==> config.mk <==
export PLATFORM = sky130hd
export DESIGN_NAME = clk_div_ctrl
export DESIGN_NICKNAME = d
export VERILOG_FILES = /design/src/rtl/clk_div_pkg.sv /design/src/rtl/rr_arb2.sv /design/src/rtl/clk_div_ctrl.sv
export SDC_FILE = /design/constraint.sdc
export NUM_CORES = 1
export LEC_CHECK = 0
export ABC_AREA = 1
export CAP_MARGIN = 20
export CORE_ASPECT_RATIO = 1.5
export CORE_MARGIN = 1.5
export CORE_UTILIZATION = 50
export DETAILED_ROUTE_END_ITERATION = 7
export PLACE_DENSITY = 0.73
export SKIP_CTS_REPAIR_TIMING = 1
export SLEW_MARGIN = 10
export SYNTH_ARGS = -nofsm -noshare
export SYNTH_HDL_FRONTEND = slang
export SYNTH_SLANG_ARGS = --single-unit
==> constraint.sdc <==
create_clock -name clk_in -period 4.9 [get_ports clk_in]
set_input_delay 0.49 -clock clk_in [delete_from_list [all_inputs] [get_ports clk_in]]
set_output_delay 0.49 -clock clk_in [all_outputs]
set_load 0.02 [all_outputs]
==> src/rtl/clk_div_pkg.sv <==
// Shared types and constants for the clock-enable divider controller.
package clk_div_pkg;

    typedef enum logic [1:0] {
        IDLE = 2'd0,
        RUN  = 2'd1,
        PEND = 2'd2
    } state_t;

    localparam int MIN_DIV = 2;
    localparam int NUM_REQ = 2;

endpackage

==> src/rtl/rr_arb2.sv <==
// Two-way round-robin arbiter; grants only while adv is high and then
// hands preference to the requester that just lost.
module rr_arb2
    import clk_div_pkg::*;
(
    input  logic               clk_in,
    input  logic               rst,
    input  logic [NUM_REQ-1:0] req,
    input  logic               adv,
    output logic [NUM_REQ-1:0] gnt
);

    logic ptr;

    always_comb begin
        gnt = '0;
        if (adv) begin
            if (!ptr) begin
                if (req[0])      gnt = 2'b01;
                else if (req[1]) gnt = 2'b10;
            end else begin
                if (req[1])      gnt = 2'b10;
                else if (req[0]) gnt = 2'b01;
            end
        end
    end

    always_ff @(posedge clk_in or negedge rst) begin
        if (!rst)        ptr <= 1'b0;
        else if (gnt[0]) ptr <= 1'b1;
        else if (gnt[1]) ptr <= 1'b0;
    end

endmodule

==> src/rtl/clk_div_ctrl.sv <==
// Programmable clock-enable divider with boundary-aligned ratio updates.
// Optional period counter output enabled by CLK_DIV_CTRL_STATS_EN.
//
// state | meaning
// IDLE  | en low; count and outputs held at 0
// RUN   | counting, no ratio update pending
// PEND  | counting, granted ratio waits for the period boundary
module clk_div_ctrl
    import clk_div_pkg::*;
#(
    parameter int CNT_W   = 8,
    parameter int DEF_DIV = 5
) (
    input  logic             clk_in,
    input  logic             rst,
    input  logic             en,
    input  logic [1:0]       req,
    input  logic [CNT_W-1:0] req_div0,
    input  logic [CNT_W-1:0] req_div1,
    output logic [1:0]       gnt,
    output logic             busy,
    output logic [CNT_W-1:0] cur_div,
    output logic             div_tick,
`ifdef CLK_DIV_CTRL_STATS_EN
    output logic [15:0]      period_cnt,
`endif
    output logic             div_out
);

    state_t           state, state_nx;
    logic [CNT_W-1:0] count, count_nx;
    logic [CNT_W-1:0] div_nx;
    logic [CNT_W-1:0] pend_div, pend_nx, pend_eff;
    logic [CNT_W-1:0] req_sel, req_clamped;
    logic             busy_nx;
    logic             last;
    logic             run_nx;
    logic             tick_nx, out_nx;
    logic             arb_adv;
    logic [1:0]       arb_gnt;

    assign arb_adv = (state != PEND) && !busy;

    rr_arb2 u_arb (
        .clk_in (clk_in),
        .rst    (rst),
        .req    (req),
        .adv    (arb_adv),
        .gnt    (arb_gnt)
    );

    // The offered ratio is sampled during the grant cycle itself.
    assign req_sel     = gnt[1] ? req_div1 : req_div0;
    assign req_clamped = (req_sel < CNT_W'(MIN_DIV)) ? CNT_W'(MIN_DIV) : req_sel;
    assign pend_nx     = (|gnt) ? req_clamped : pend_div;
    assign pend_eff    = pend_nx;
    assign last        = (count == cur_div - CNT_W'(1));

    always_comb begin
        state_nx = state;
        count_nx = count;
        div_nx   = cur_div;
        busy_nx  = busy;
        case (state)
            IDLE: begin
                if (busy) begin
                    div_nx  = pend_eff;
                    busy_nx = 1'b0;
                end
                if (en) begin
                    count_nx = '0;
                    state_nx = RUN;
                end
            end
            RUN, PEND: begin
                count_nx = last ? '0 : count + CNT_W'(1);
                // A grant whose sampling cycle is the boundary waits a full period.
                if (state == PEND && !(|gnt) && last) begin
                    div_nx   = pend_eff;
                    busy_nx  = 1'b0;
                    state_nx = RUN;
                end
                if (!en) begin
                    state_nx = IDLE;
                    count_nx = '0;
                    if (busy) begin
                        div_nx  = pend_eff;
                        busy_nx = 1'b0;
                    end
                end
            end
            default: begin
                state_nx = IDLE;
                count_nx = '0;
            end
        endcase
        if (|arb_gnt) begin
            busy_nx  = 1'b1;
            state_nx = (state_nx == IDLE) ? IDLE : PEND;
        end
    end

    assign run_nx  = (state_nx != IDLE);
    assign tick_nx = run_nx && (count_nx == div_nx - CNT_W'(1));
    assign out_nx  = run_nx && (count_nx < (div_nx >> 1));

    always_ff @(posedge clk_in or negedge rst) begin
        if (!rst) begin
            state    <= IDLE;
            count    <= '0;
            cur_div  <= CNT_W'(DEF_DIV);
            pend_div <= '0;
            gnt      <= '0;
            busy     <= 1'b0;
            div_tick <= 1'b0;
            div_out  <= 1'b0;
        end else begin
            state    <= state_nx;
            count    <= count_nx;
            cur_div  <= div_nx;
            pend_div <= pend_nx;
            gnt      <= arb_gnt;
            busy     <= busy_nx;
            div_tick <= tick_nx;
            div_out  <= out_nx;
        end
    end

`ifdef CLK_DIV_CTRL_STATS_EN
    always_ff @(posedge clk_in or negedge rst) begin
        if (!rst)
            period_cnt <= '0;
        else if (!en)
            period_cnt <= '0;
        else if (div_tick && period_cnt != 16'hFFFF)
            period_cnt <= period_cnt + 16'd1;
    end
`endif

endmodule

== After elaboration in Yosys (flattened, before gate mapping) ==
Cells that the tools add are included.

* Flip-flop bits (word level): 32
* Input bits: 21
* Word-level logic and storage cells: 65

* $add $sub $neg: 3
* Magnitude comparators: 2
* Equal/unequal tests: 5
* Mux-type cells: 31
* Reductions and logical operators: 15

{| class="wikitable"
|+ Operators by type and width
! cell !! number
|-
| $mux 8 || 10
|-
| $pmux 8 s2 || 2
|-
| $mux 2 || 10
|-
| $eq 8x8->1 || 2
|-
| $sub 8x1->8 const B || 2
|-
| $add 8x1->8 const B || 1
|-
| $lt 8x2->1 const B || 1
|-
| $lt 8x7->1 || 1
|-
| $mux 1 || 7
|-
| $reduce_or 2->1 || 3
|-
| $logic_and 1x1->1 || 5
|-
| $logic_not 2->1 || 2
|-
| $pmux 2 s2 || 1
|-
| $reduce_bool 2->1 || 2
|-
| $reduce_bool 3->1 || 1
|-
| $eq 2x1->1 const B || 1
|-
| $eq 2x2->1 const B || 1
|-
| $logic_not 1->1 || 2
|-
| $ne 2x2->1 const B || 1
|-
| $pmux 1 s2 || 1
|}

== Logic depth before layout (Yosys ltp) ==
* Word-level depth: 12
* Gate-level depth with buffers: 24

== Modules after synthesis ==
A second synthesis with hierarchy kept.

* Cells, all modules: 434
* Area, all modules: 2752.6 um2

{| class="wikitable"
|+ By module, submodules not included
! module !! instances !! cells an instance !! area an instance (um2) !! seq. area each (um2)
|-
| clk_div_ctrl || 1 || 423 || 2688.8 || 778.2
|-
| rr_arb2 || 1 || 11 || 63.8 || 25.0
|}

== Worst setup path after synthesis ==
Ideal clock, no wire load.

* Path kind: register -> register
* From: reg cur_div[0]
* To: reg div_tick
* Library setup time: 0.071 ns
* Arrival: 2.772 ns
* Required time: 4.829 ns
* Setup slack: 2.056 ns
* Stages on the path, launching flop included: 21
* Period minus slack after synthesis: 2.844 ns
* Cells stage by stage: dfstp_2 inv_2 ha_1 or2_1 nand2_1 nand2_1 nand2_1 nand3_2 nor2_4 nand3_2 buf_6 nand3_1 nand3_1 nand2_2 nand2_4 ha_1 xnor2_1 nand4_1 nor2_1 nand3_1 nor2_1

* Word-level cells in the longest chain between the ends: 11

{| class="wikitable"
|+ RTL lines
! item !! line !! RTL
|-
| start, declared || clk_div_ctrl.sv:22 || <nowiki>output logic [CNT_W-1:0] cur_div,</nowiki>
|-
| start signal, assigned || clk_div_ctrl.sv:111 || <nowiki>cur_div <= CNT_W'(DEF_DIV);</nowiki>
|-
| start signal, assigned || clk_div_ctrl.sv:120 || <nowiki>cur_div <= div_nx;</nowiki>
|-
| branches (longest 10 deep; another with $sub 8x1->8) || -- ||
|-
| $logic_and 1x1->1 * || clk_div_ctrl.sv:104 || <nowiki>assign tick_nx = run_nx && (count_nx == div_nx - CNT_W'(1));</nowiki>
|-
| via tick_nx || clk_div_ctrl.sv:38 || <nowiki>logic tick_nx, out_nx;</nowiki>
|-
| end signal, assigned || clk_div_ctrl.sv:124 || <nowiki>div_tick <= tick_nx;</nowiki>
|-
| end, declared || clk_div_ctrl.sv:23 || <nowiki>output logic div_tick,</nowiki>
|}

Mark *: on every way through the listed nets, which the timed path passes.
A chain may end at the register's enable or synchronous reset.

== Final worst setup path ==
Ends and elaborated chain as after synthesis.

==> metrics.md <==
| Metric | Value |
|---|---|
| Status | complete, no violations |
| Routed len/inst | 13.7 um |
| Final Critical Period | around 3100 ps |
| Slew @ Worst Pin | 771 ps |
| CP Data Arrival Time | 3340 ps |
| Tot GR Track Use | 24.2% |
| CTS Buffer Depth | 2 |
| FMAX | approximately 0.32 GHz |
| Crit-path cells | inv_2, ha_1, inv_1, nand2_1, nand2_1, nor2_1, nand2_1, nor2_1, nand2_1, nor2_4, nand3_2, nand2_2, nand2_1, nand3_1, nand2_1, nand2_2, ha_1, xnor2_1, nand4_1, nor2_1, nand3_1, nor2_1 |
| FF-to-FF path depth | 22 |
| Delay-heaviest family, CP | simple AND/OR/NAND/NOR gates |
| Core Region | 5450 um2 |
| Overall power | about 2500 uW |
| Die H | 94.9 um |
| Clk slew on worst S/H paths | about 80 ps |
| Final Hold Fails | 0 |
| Vias in the first global route | 2547 |
| PortBufs | 33 |
| First-pass GRT wire length | 11500 um |
| DR vias/cell | slightly above 5 |
| Die Area | 6100 um2 |
| Netlist Area Pre-Place | about 2800 um2 |
| Net Count, Synth | 456 |
| Initial Util | 51.7% |
| Drt pass-1 iters | 4 |
| Metal-1 WL | 2740 um |
| Mapped Cells | 423 |
| Most common cell after layout, fill and taps aside | nand2_1 |
| Leakage | 0.00171 uW |
| Fin area | 3320 um2 |
| # DRC | 0 |
| Placer Congestion | 0.924 |
| Largest net degree at the start of global routing | 33 |
| TritonCTS Sinks | 32 |
| DR vias | 2691 |
| Buf/Inv on CP | 2 |
| FF+latch count, synth | 32 |
| H-tree depth | 2 |
| Synth cell types | 39 |
| Fin. max-slew vios | 0 |
| Initial DRC count | 85 |
| Antenna Nets Post-Route | 0 |
| RSZ-0062 raised after global routing | false |
| Peak VDD IR | 345 uV |
| Required @ worst endpoint | around 5000 ps |
| Most frequent cells in the layout | nand2_1 (121), inv_1 (65), nand3_1 (33), clkdlybuf4s50_1 (33), dfrtp_1 (30) |
| Critical path's largest stage delay | 550 ps |
| Synth area leaders | dfrtp_1 (27%), nand2_1 (16%), inv_1 (8.7%) |
| # rows | 33 |
| Antenna cells | 0 |
| Chip width | ~64 um |
| Crit path max-delay cell type | dfstp_2 |
| Area growth from synthesis to layout | 17.9% |
| Placed cell count | 519 |
| Layout Skew | 7.20 ps |
| Met3 wire len | between 200 and 300 um |
| Max_slew headroom | between 40% and 50% |
| Min-Delay Path Depth | 2 |
| Synth top area share | 26.6% |
| Total Wirelength | ~7200 um |
| Ports | 34 |
| TNS Setup | 0 ps |
| Critical path depth | 22 |
| Clk root buf | clkbuf_8 |
| Power density over cell area | 739 nW/um2 |
| Placed instance area | 3190 um2 |
| Post-DP HPWL | 5640 um |
| Share of cells above drive strength 1 | about 14% |
| TritonCTS clock tree | built |
| Crit Path Class | register to register |
| Worst skew pair latency | approximately 290 ps |
| Initial antenna violation count | 0 |
| MaxCap Viol Count | 0 |
| Synth area leader | dfrtp_1 |
| # nets final | around 490 |
| Average size of a mapped cell | 6.66 um2 |
| Fin cells | 527 |
| Startpoint types | register |
| CP endpoint kind | register |
| Tcrit/Tclk final | between 60 and 70% |
| Crit path top cell by count | nand2_1 |
| Hold Path Class | register to register |
| Metal2 WL | 4020 um |
| Top Metal Used | met4 |
| Max Fanout on Critical Path | 11 |
| GRT Residual Overflow | 0 |
| Post-synthesis sequential area ratio | 28.5% |
| CTS Buf Count | 5 |
| Final setup violation count | 0 |
| Synth warn | 0 |
==> stage by stage <==
stage / setup WS (ps) / hold WS (ps) / util, %
floorplan: 2060 / 194 / -
global placement: 1890 / 479 / 58.6
detailed placement: 1810 / 493 / 58.6
CTS: 1800 / 510 / 60.9
global route: 1430 / 551 / 60.9
finish: 1780 / 504 / 60.9
==> tightest hold or removal path, cell delays in order, from the launching register on <==
cell     delay (ps)
dfrtp_1         370
nand2_1          60
nand2_1          40
==> sequential cells by signal, summed over array words and instances, names as in the netlist <==
signal and count:
cur_div 8, count 8, div_out 1, gnt 2, pend_div 8, u_arb.ptr 1, busy 1, state 2
div_tick 1
==> cell type report <==
| type | instances | area [um2] |
|---|---|---|
| well taps | 70 | 87.6 |
| clock inverters | 1 | 30.0 |
| flip-flops and latches | 32 | 803 |
| repair buffers | 34 | 338 |
| multi-input cells | 304 | 1670 |
| clock buffers | 7 | 96.3 |
| inverters | 79 | 299 |
| fillers | 520 | 2130 |
==> final timing paths <==
kind | end | slack, ps | start
max reg2reg | div_tick | 1780 | cur_div[0]
max in group asynchronous | cur_div[0] | 3960 | rst
min in group asynchronous | busy | 600 | rst
min reg2reg | u_arb.ptr | 500 | u_arb.ptr
max | div_tick | 1780 | cur_div[0]
min | u_arb.ptr | 500 | u_arb.ptr
==> synth_stat cells <==
library cell  number
or2_1              4
o211ai_1           1
nand2_4            4
o21ai_0           13
nand3b_4           1
nand3_4            1
nor4_1             1
xor2_1             8
nand2_1          121
clkinv_1           2
nor3_4             1
nor2_4             4
o21a_1             1
inv_2             11
inv_4              1
xnor2_1            5
nand3_1           33
dfstp_2            2
or2_2              3
buf_1              1
inv_1             65
a21boi_1           1
nor2_2             5
nor3_1             4
nand2_2           14
nand3_2            5
ha_1              12
nor2_1            23
a21oi_1           20
clkbuf_1           2
o21ai_2            1
a21oi_2            1
buf_2              3
o21ai_1            8
dfrtp_1           30
nand4_1            4
a21boi_4           1
o22ai_1            4
buf_6              2
==> logic make-up (layout without fill, tap and decap cells) <==
group,Yosys count,in the layout,share of synthesized area [%]
xor gates and xnor gates,13,13,4.04
buffers and inverters,87,121,12.3
AOI/OAI and AO/OA,51,51,10.3
and+or+nand+nor,228,228,39.5
adders and majority gates,12,12,5.33
DFF,32,32,28.5
==> report_power, final <==
| part | internal, uW | switching, uW | leakage (uW) |
|---|---|---|---|
| Combinational | 602 | 1080 | 0.00124 |
| Clock | 180 | 105 | 0.0000645 |
| Sequential | 375 | 115 | 0.000400 |
| Total | 1160 | 1300 | 0.00171 |
==> metal layers <==
metal,track usage (%),up-vias
li1,-,1376
met3,3.10,13
met5,0,-
met2,48.0,68
met1,24.4,1234
met4,11.5,0
Note: power is estimated with default switching activity, not from simulation.
